## src/rtl/vga_timing.sv

```systemverilog
// VGA raster timing generator: pixel-rate divider, horizontal/vertical counters,
// sync decode and a one-pixel registered colour/sync output stage.
module vga_timing #(
    parameter int unsigned CLK_DIV   = 2,
    parameter int unsigned H_VISIBLE = 640,
    parameter int unsigned H_FRONT   = 16,
    parameter int unsigned H_SYNC    = 96,
    parameter int unsigned H_BACK    = 48,
    parameter int unsigned V_VISIBLE = 480,
    parameter int unsigned V_FRONT   = 10,
    parameter int unsigned V_SYNC    = 2,
    parameter int unsigned V_BACK    = 33
) (
    input  logic       clock,
    input  logic       reset,
    input  logic [3:0] red_in,
    input  logic [3:0] green_in,
    input  logic [3:0] blue_in,
    output logic [9:0] x_coords,
    output logic [9:0] y_coords,
    output logic       video_on,
    output logic       pixel_tick,
    output logic       frame_start,
    output logic       vga_hs,
    output logic       vga_vs,
    output logic [3:0] vga_r,
    output logic [3:0] vga_g,
    output logic [3:0] vga_b
);
    localparam int unsigned H_TOTAL = H_VISIBLE + H_FRONT + H_SYNC + H_BACK;
    localparam int unsigned V_TOTAL = V_VISIBLE + V_FRONT + V_SYNC + V_BACK;
    localparam int unsigned DIV_W   = (CLK_DIV > 1) ? $clog2(CLK_DIV) : 1;

    localparam logic [DIV_W-1:0] DIV_LAST = DIV_W'(CLK_DIV - 1);
    localparam logic [9:0] H_LAST   = 10'(H_TOTAL - 1);
    localparam logic [9:0] V_LAST   = 10'(V_TOTAL - 1);
    localparam logic [9:0] H_VIS    = 10'(H_VISIBLE);
    localparam logic [9:0] V_VIS    = 10'(V_VISIBLE);
    localparam logic [9:0] HS_FIRST = 10'(H_VISIBLE + H_FRONT);
    localparam logic [9:0] HS_LAST  = 10'(H_VISIBLE + H_FRONT + H_SYNC - 1);
    localparam logic [9:0] VS_FIRST = 10'(V_VISIBLE + V_FRONT);
    localparam logic [9:0] VS_LAST  = 10'(V_VISIBLE + V_FRONT + V_SYNC - 1);

    logic [DIV_W-1:0] div_q, div_next;
    logic             tick_q, tick_next;
    logic [9:0]       x_q, y_q, x_next, y_next;
    logic             x_wrap, y_wrap, hs_region, vs_region;
    logic [3:0]       r_next, g_next, b_next;

    assign x_wrap      = (x_q == H_LAST);
    assign y_wrap      = (y_q == V_LAST);
    assign hs_region   = (x_q >= HS_FIRST) && (x_q <= HS_LAST);
    assign vs_region   = (y_q >= VS_FIRST) && (y_q <= VS_LAST);
    assign video_on    = (x_q < H_VIS) && (y_q < V_VIS);
    assign x_coords    = x_q;
    assign y_coords    = y_q;
    assign pixel_tick  = tick_q;
    assign frame_start = tick_q && x_wrap && y_wrap;

    // Next divider/counter state; the tick is registered one cycle ahead of its divider value.
    always_comb begin
        div_next = div_q + DIV_W'(1);
        x_next   = x_q;
        y_next   = y_q;
        if (div_q == DIV_LAST) begin
            div_next = '0;
        end
        tick_next = (div_next == DIV_LAST);
        if (tick_q) begin
            if (x_wrap) begin
                x_next = '0;
                y_next = y_wrap ? 10'd0 : y_q + 10'd1;
            end else begin
                x_next = x_q + 10'd1;
            end
        end
        r_next = video_on ? red_in   : 4'h0;
        g_next = video_on ? green_in : 4'h0;
        b_next = video_on ? blue_in  : 4'h0;
    end

    always_ff @(posedge clock or posedge reset) begin
        if (reset) begin
            div_q  <= '0;
            tick_q <= 1'b0;
            x_q    <= '0;
            y_q    <= '0;
            vga_r  <= '0;
            vga_g  <= '0;
            vga_b  <= '0;
            vga_hs <= 1'b1;
            vga_vs <= 1'b1;
        end else begin
            div_q  <= div_next;
            tick_q <= tick_next;
            x_q    <= x_next;
            y_q    <= y_next;
            // Colour and sync share the same one-pixel pipeline stage.
            if (tick_q) begin
                vga_r  <= r_next;
                vga_g  <= g_next;
                vga_b  <= b_next;
                vga_hs <= ~hs_region;
                vga_vs <= ~vs_region;
            end
        end
    end
endmodule

```

## config.mk

```make
export PLATFORM = sky130hd
export DESIGN_NAME = vga_timing
export DESIGN_NICKNAME = d
export VERILOG_FILES = /design/src/rtl/vga_timing.sv
export SDC_FILE = /design/constraint.sdc
export NUM_CORES = 1
export LEC_CHECK = 0
export ABC_AREA = 1
export ABC_CLOCK_PERIOD_IN_PS = 1700
export CAP_MARGIN = 20
export CORE_MARGIN = 1
export CORE_UTILIZATION = 35
export CTS_BUF_LIST = sky130_fd_sc_hd__clkbuf_4 sky130_fd_sc_hd__clkbuf_8
export CTS_CLUSTER_SIZE = 12
export DETAILED_ROUTE_END_ITERATION = 10
export GPL_ROUTABILITY_DRIVEN = 0
export PLACE_DENSITY = 0.59
export SKIP_LAST_GASP = 1
export SLEW_MARGIN = 20
export SYNTH_ARGS = -nofsm -noshare
export SYNTH_HDL_FRONTEND = slang
export SYNTH_SLANG_ARGS = --single-unit
```

## constraint.sdc

```tcl
create_clock -name clock -period 1.7 [get_ports clock]
set_input_delay 0.425 -clock clock [delete_from_list [all_inputs] [get_ports clock]]
set_output_delay 0.425 -clock clock [all_outputs]
set_load 0.03 [all_outputs]
```

* Word-level counts from Yosys, hierarchy flattened
Cells that the tools add are included.
** Word-level totals
- Memories kept :: 0
- Latch bits :: 0
- Output and inout port bits :: 37
- Memory bits (writable) :: 0
- Logic and storage cells :: 33
- ROM bits :: 0
- Flip-flop bits (word level) :: 35
- Bits of input ports :: 14
** Cells by class
- Shift operators :: 0
- Bitwise operators :: 2
- Divide/modulo/power cells :: 0
- Equality and inequality tests :: 2
- Muxes and demuxes :: 6
- Magnitude comparators :: 6
- Reduce and logical (&&, ||, !) cells :: 6
- Add/subtract/negate cells :: 3
- Multipliers :: 0
** Operator list (number)
- $add A10 B1 Y10 const B :: 2
- $eq A10 B10 Y1 const B :: 2
- $mux W10 :: 2
- $mux W4 :: 3
- $ge A10 B10 Y1 const B :: 1
- $ge A10 B9 Y1 const B :: 1
- $le A10 B10 Y1 const B :: 1
- $le A10 B9 Y1 const B :: 1
- $lt A10 B10 Y1 const B :: 1
- $lt A10 B9 Y1 const B :: 1
- $logic_and A1 B1 Y1 :: 5
- $not A1 Y1 :: 2
- $reduce_and A2 Y1 :: 1
- $add A1 B1 Y1 const B :: 1
- $mux W1 :: 1

* Depth between registers and ports, before layout
- Depth after elaboration :: 3
- Depth in mapped cells :: 9
- Gate-level depth less buffers :: 8

* Least setup slack after synthesis
No wires, ideal clock.
- Path type :: reg-to-output
- Start :: register x_q[0] (netlist: x_coords[0])
- End :: output port frame_start
- Path slack :: -0.492 ns
- Arrival time :: 1.767 ns
- Path buffers :: 1
- Stages on the path, launching flop included :: 9
- Required time :: 1.275 ns
- Cells stage by stage :: dfrtp_1 > ha_1 > nand2_1 > nor2_2 > nand2_1 > nor2_2 > buf_6 > inv_2 > nor2_1
** On the way
- Cells in the longest elaborated chain, start to end :: 3
** Ends and longest elaborated chain
- start: declaration :: RTL line 46 : logic [9:0] x_q, y_q, x_next, y_next;
- start signal: assignment :: RTL line 96 : x_q <= x_next;
- $eq A10 B10 Y1 :: RTL line 50 : assign x_wrap = (x_q == H_LAST);
- $logic_and A1 B1 Y1 (2 in series) :: RTL line 58 : assign frame_start = tick_q && x_wrap && y_wrap;
- end: declaration :: RTL line 23 : output logic frame_start,
Every way passes these cells.

* Worst setup path in the final report
- Start :: register x_q[1] (netlist: x_coords[1])
- End :: output port frame_start
Same word-level chain as after synthesis.

==> results.md <==
* CP max FO at 2
* Via/cell ratio at ~4.6
* Fin. max-slew vios at 0
* CP arrival at about 1.4 ns
* Status: complete, but fails checks
* Share of cells above drive strength 1 at around a fifth
* CTS Buf Count at 5
* Share of synthesized flip-flops with an asynchronous set or reset at between 90% and 100%
* Most frequent cell after synthesis: nand2_1
* Ports at ~50
* Worst-case clock buffer depth at 2
* Critical path's top delay family: simple AND/OR/NAND/NOR gates
* Fmax at around 540 MHz
* Port bufs at 50
* Post-route minimum period at between 1.5 and 2 ns
* Antenna violations before repair at 0
* Met3 GRT Util at about 5%
* NumNets Final at about 330
* Dpl hpwl at ~3200 microns
* Most used cell, CP: nor2_2
* Synth cell types at 27
* Dominant cell type by area after synthesis: dfrtp_1
* Post-synth EDFFs at 0
* RSZ-0062 raised after global routing: true
* Detailed Route WL at 4405 microns
* First-pass GRT wire length at 7417 microns
* Slew @ Worst Pin at 0.3224 ns
* Crit path setup slack, layout at -0.1672 ns
* Synth Cell Area at approximately 0.0018 sq mm
* Routing usage on met1 at ~22%
* Hold Vio Cnt, Final at 0
* Slew headroom at 78.59%
* Sink Count at 35
* Most Crowded Layer GR: met2
* Avg Cell Area, Syn at between 7 and 8 sq um
* Setup Skew at 0.006043 ns
* Post-Synthesis Cells at 230
* Initial Util at 37.54%
* Cell chain of the critical path: ha_4 > nand2_2 > nor2_2 > nand2_1 > nor2_2 > inv_2 > nor2_4 > buf_6
* Yosys warning count at 0
* PD cells at 633.4 mW/mm^2
* Syn_nets at around 250
* Worst path required time at approximately 1.3 ns
* Critical path launch point type: flop
* Clock Pin Slew Worst Setup and Hold Paths at around 0.080 ns
* Htree depth at 2
* Worst skew pair latency at 0.29 ns
* Total congestion overflow at 0
* Std-Cell Rows at 25
* Ant. Diodes at 0
* Largest net degree at the start of global routing at 22
* Synth-to-Final Area Change at 47.47%
* Critical Path Max Stage Delay at 0.39 ns
* Vias in the first global route at 1609
* Leak pwr at 1.412 nW
* Post-synthesis sequential element count at 35
* Via Count at approximately 1700
* Final Core Density at 55.36%
* # DRC at 0
* CTS tree: built
* Drt pass-1 iters at 4
* Ys flop type: dfrtp_1
* Total power draw at roughly 0.0017 W
* Crit path buffers/inverters at 2
* Root buffer cell: clkbuf_8
* Sequential fraction of the synthesis area at 47.95%
* Total Routing Usage GR at ~18%
* Worst hold path type: primary input to asynchronous set/reset pin
* Synth top area cells: dfrtp_1 (45%), nand2_1 (12%), inv_1 (6.4%)
* Met2 Use GR at 30.10%
* Critical-path top delay cell: dfrtp_2
* Violated checks: setup timing
* 1st-iter DRT viols at just over 60
* Die Y-Extent at roughly 74 microns
* Synth top area share at between 40% and 50%
* MaxCap Viol Count at 0
* Final setup fails at 2
* WL per Instance at ~12 microns
* Crit end category: primary output
* Final period util at 109.8%
* Commonest cells in the netlist: nand2_1 (60), dfrtp_1 (33), inv_1 (31), nor2_1 (25), o21ai_0 (20)
* Die width at around 74 microns
* Core Box Area at 0.004880 sq mm
* Maximum vdd drop at 0.2964 mV
* Routed Antenna Nets at 0
* Crit Path Category: flop to primary output
* Die ar. at 0.005527 sq mm
repair_timing:
action,4_1_cts,5_1_grt
endpoints found under the setup margin,36,2
gates resized for setup,40,9
hold endpoints to repair,0,0
cloned,0,0
pin swaps,8,6
setup buffers,4,4
hold buffers,0,0
layout by cell type (no fill, tap or decap):
cell,instances
a21oi_1,3
dlygate4sd2_1,34
nand3_1,14
clkinv_2,1
nor2_2,3
xor2_1,7
clkdlybuf4s50_1,13
inv_1,28
nor3_4,1
clkinv_4,1
o21ai_1,1
dfrtp_1,28
xnor2_2,2
ha_4,1
nor3_2,1
clkbuf_8,5
dfstp_2,2
nor3_1,2
nor2_4,1
o2111ai_1,1
a21o_1,1
and2_1,1
dfrtp_2,5
nor2_1,23
nand2_1,57
buf_6,2
nand3_2,1
xnor2_1,1
nand2_2,6
nand4_1,5
inv_2,5
bufinv_16,1
buf_4,28
o21ai_0,20
ha_1,4
sequential cells by signal, indices dropped and copies added (netlist names):
register and flops:
vga_r 4, pixel_tick 1, y_coords 10, vga_hs 1
vga_vs 1, vga_g 4, vga_b 4, x_coords 10
cells by family (layout without fill, tap and decap cells):
| logic type | Yosys count | count (layout) | synth area share (%) |
|---|---|---|---|
| simple gates | 115 | 115 | 26.64 |
| compound gates | 26 | 26 | 7.445 |
| xor+xnor | 10 | 10 | 5.601 |
| fa+ha+maj | 5 | 5 | 3.415 |
| buf+inv | 39 | 118 | 8.947 |
| flops | 35 | 35 | 47.95 |
worst reg2reg max path, cell delays in order (launching register included):
cell and delay, ns:
dfrtp_1 0.37, buf_4 0.12, buf_4 0.11, ha_1 0.20
inv_1 0.05, nor2_1 0.12, xor2_1 0.16, inv_1 0.05
nand3_1 0.06, o21ai_0 0.08
layer usage:
metal	routed length [microns]	vias up
met4	37	0
met2	2162	42
met5	0	-
met3	240	4
met1	1965	806
li1	-	880
metrics by stage:
stage               hold WS [ns]  TNS [ns]  instances  setup slack, ns  instance area (sq um)
floorplan                 0.5422   -0.1220        230          -0.1220                   1854
global placement          0.4669         0        360          0.09440                   2534
detailed placement        0.4734         0        360          0.07740                   2534
CTS                       0.4739   -0.2745        372          -0.2170                   2650
global route              0.4969   -0.4774        376          -0.2839                   2701
finish                    0.4708   -0.2326        376          -0.1672                   2701
worst paths after layout:
kind                                           end  cells past startpoint  slack (ns)                     from
setup reg to reg           y_coords[4]$_DFFE_PP0P_                      9        0.24  y_coords[1]$_DFFE_PP0P_
max in group asynchronous       vga_hs$_DFFE_PP1P_                      3        0.91                    reset
hold / removal                vga_g[1]$_DFFE_PP0P_                      3        0.47                    reset
setup / recovery                       frame_start                      8       -0.17  x_coords[1]$_DFFE_PP0P_
min in group clock            vga_r[0]$_DFFE_PP0P_                      2        0.48     vga_r[0]$_DFFE_PP0P_
hold reg to reg               vga_r[0]$_DFFE_PP0P_                      2        0.48     vga_r[0]$_DFFE_PP0P_
report_power, final:
part           switching (W)  internal, W  leakage [nW]
logic              0.0000627    0.0000493         0.923
clock network       0.000309     0.000436        0.0581
registers         0.00000681     0.000847         0.432
layout make-up:
class	instances	area, sq um
Timing Repair Buffer	77	660.6
Fill cell	504	2178
Sequential cell	35	884.6
Clock buffer	5	68.82
Clock inverter	3	43.79
Inverter	33	123.9
Tap cell	67	83.83
Multi-Input combinational cell	156	835.8
No activity file was read; power rests on OpenSTA's default activity.
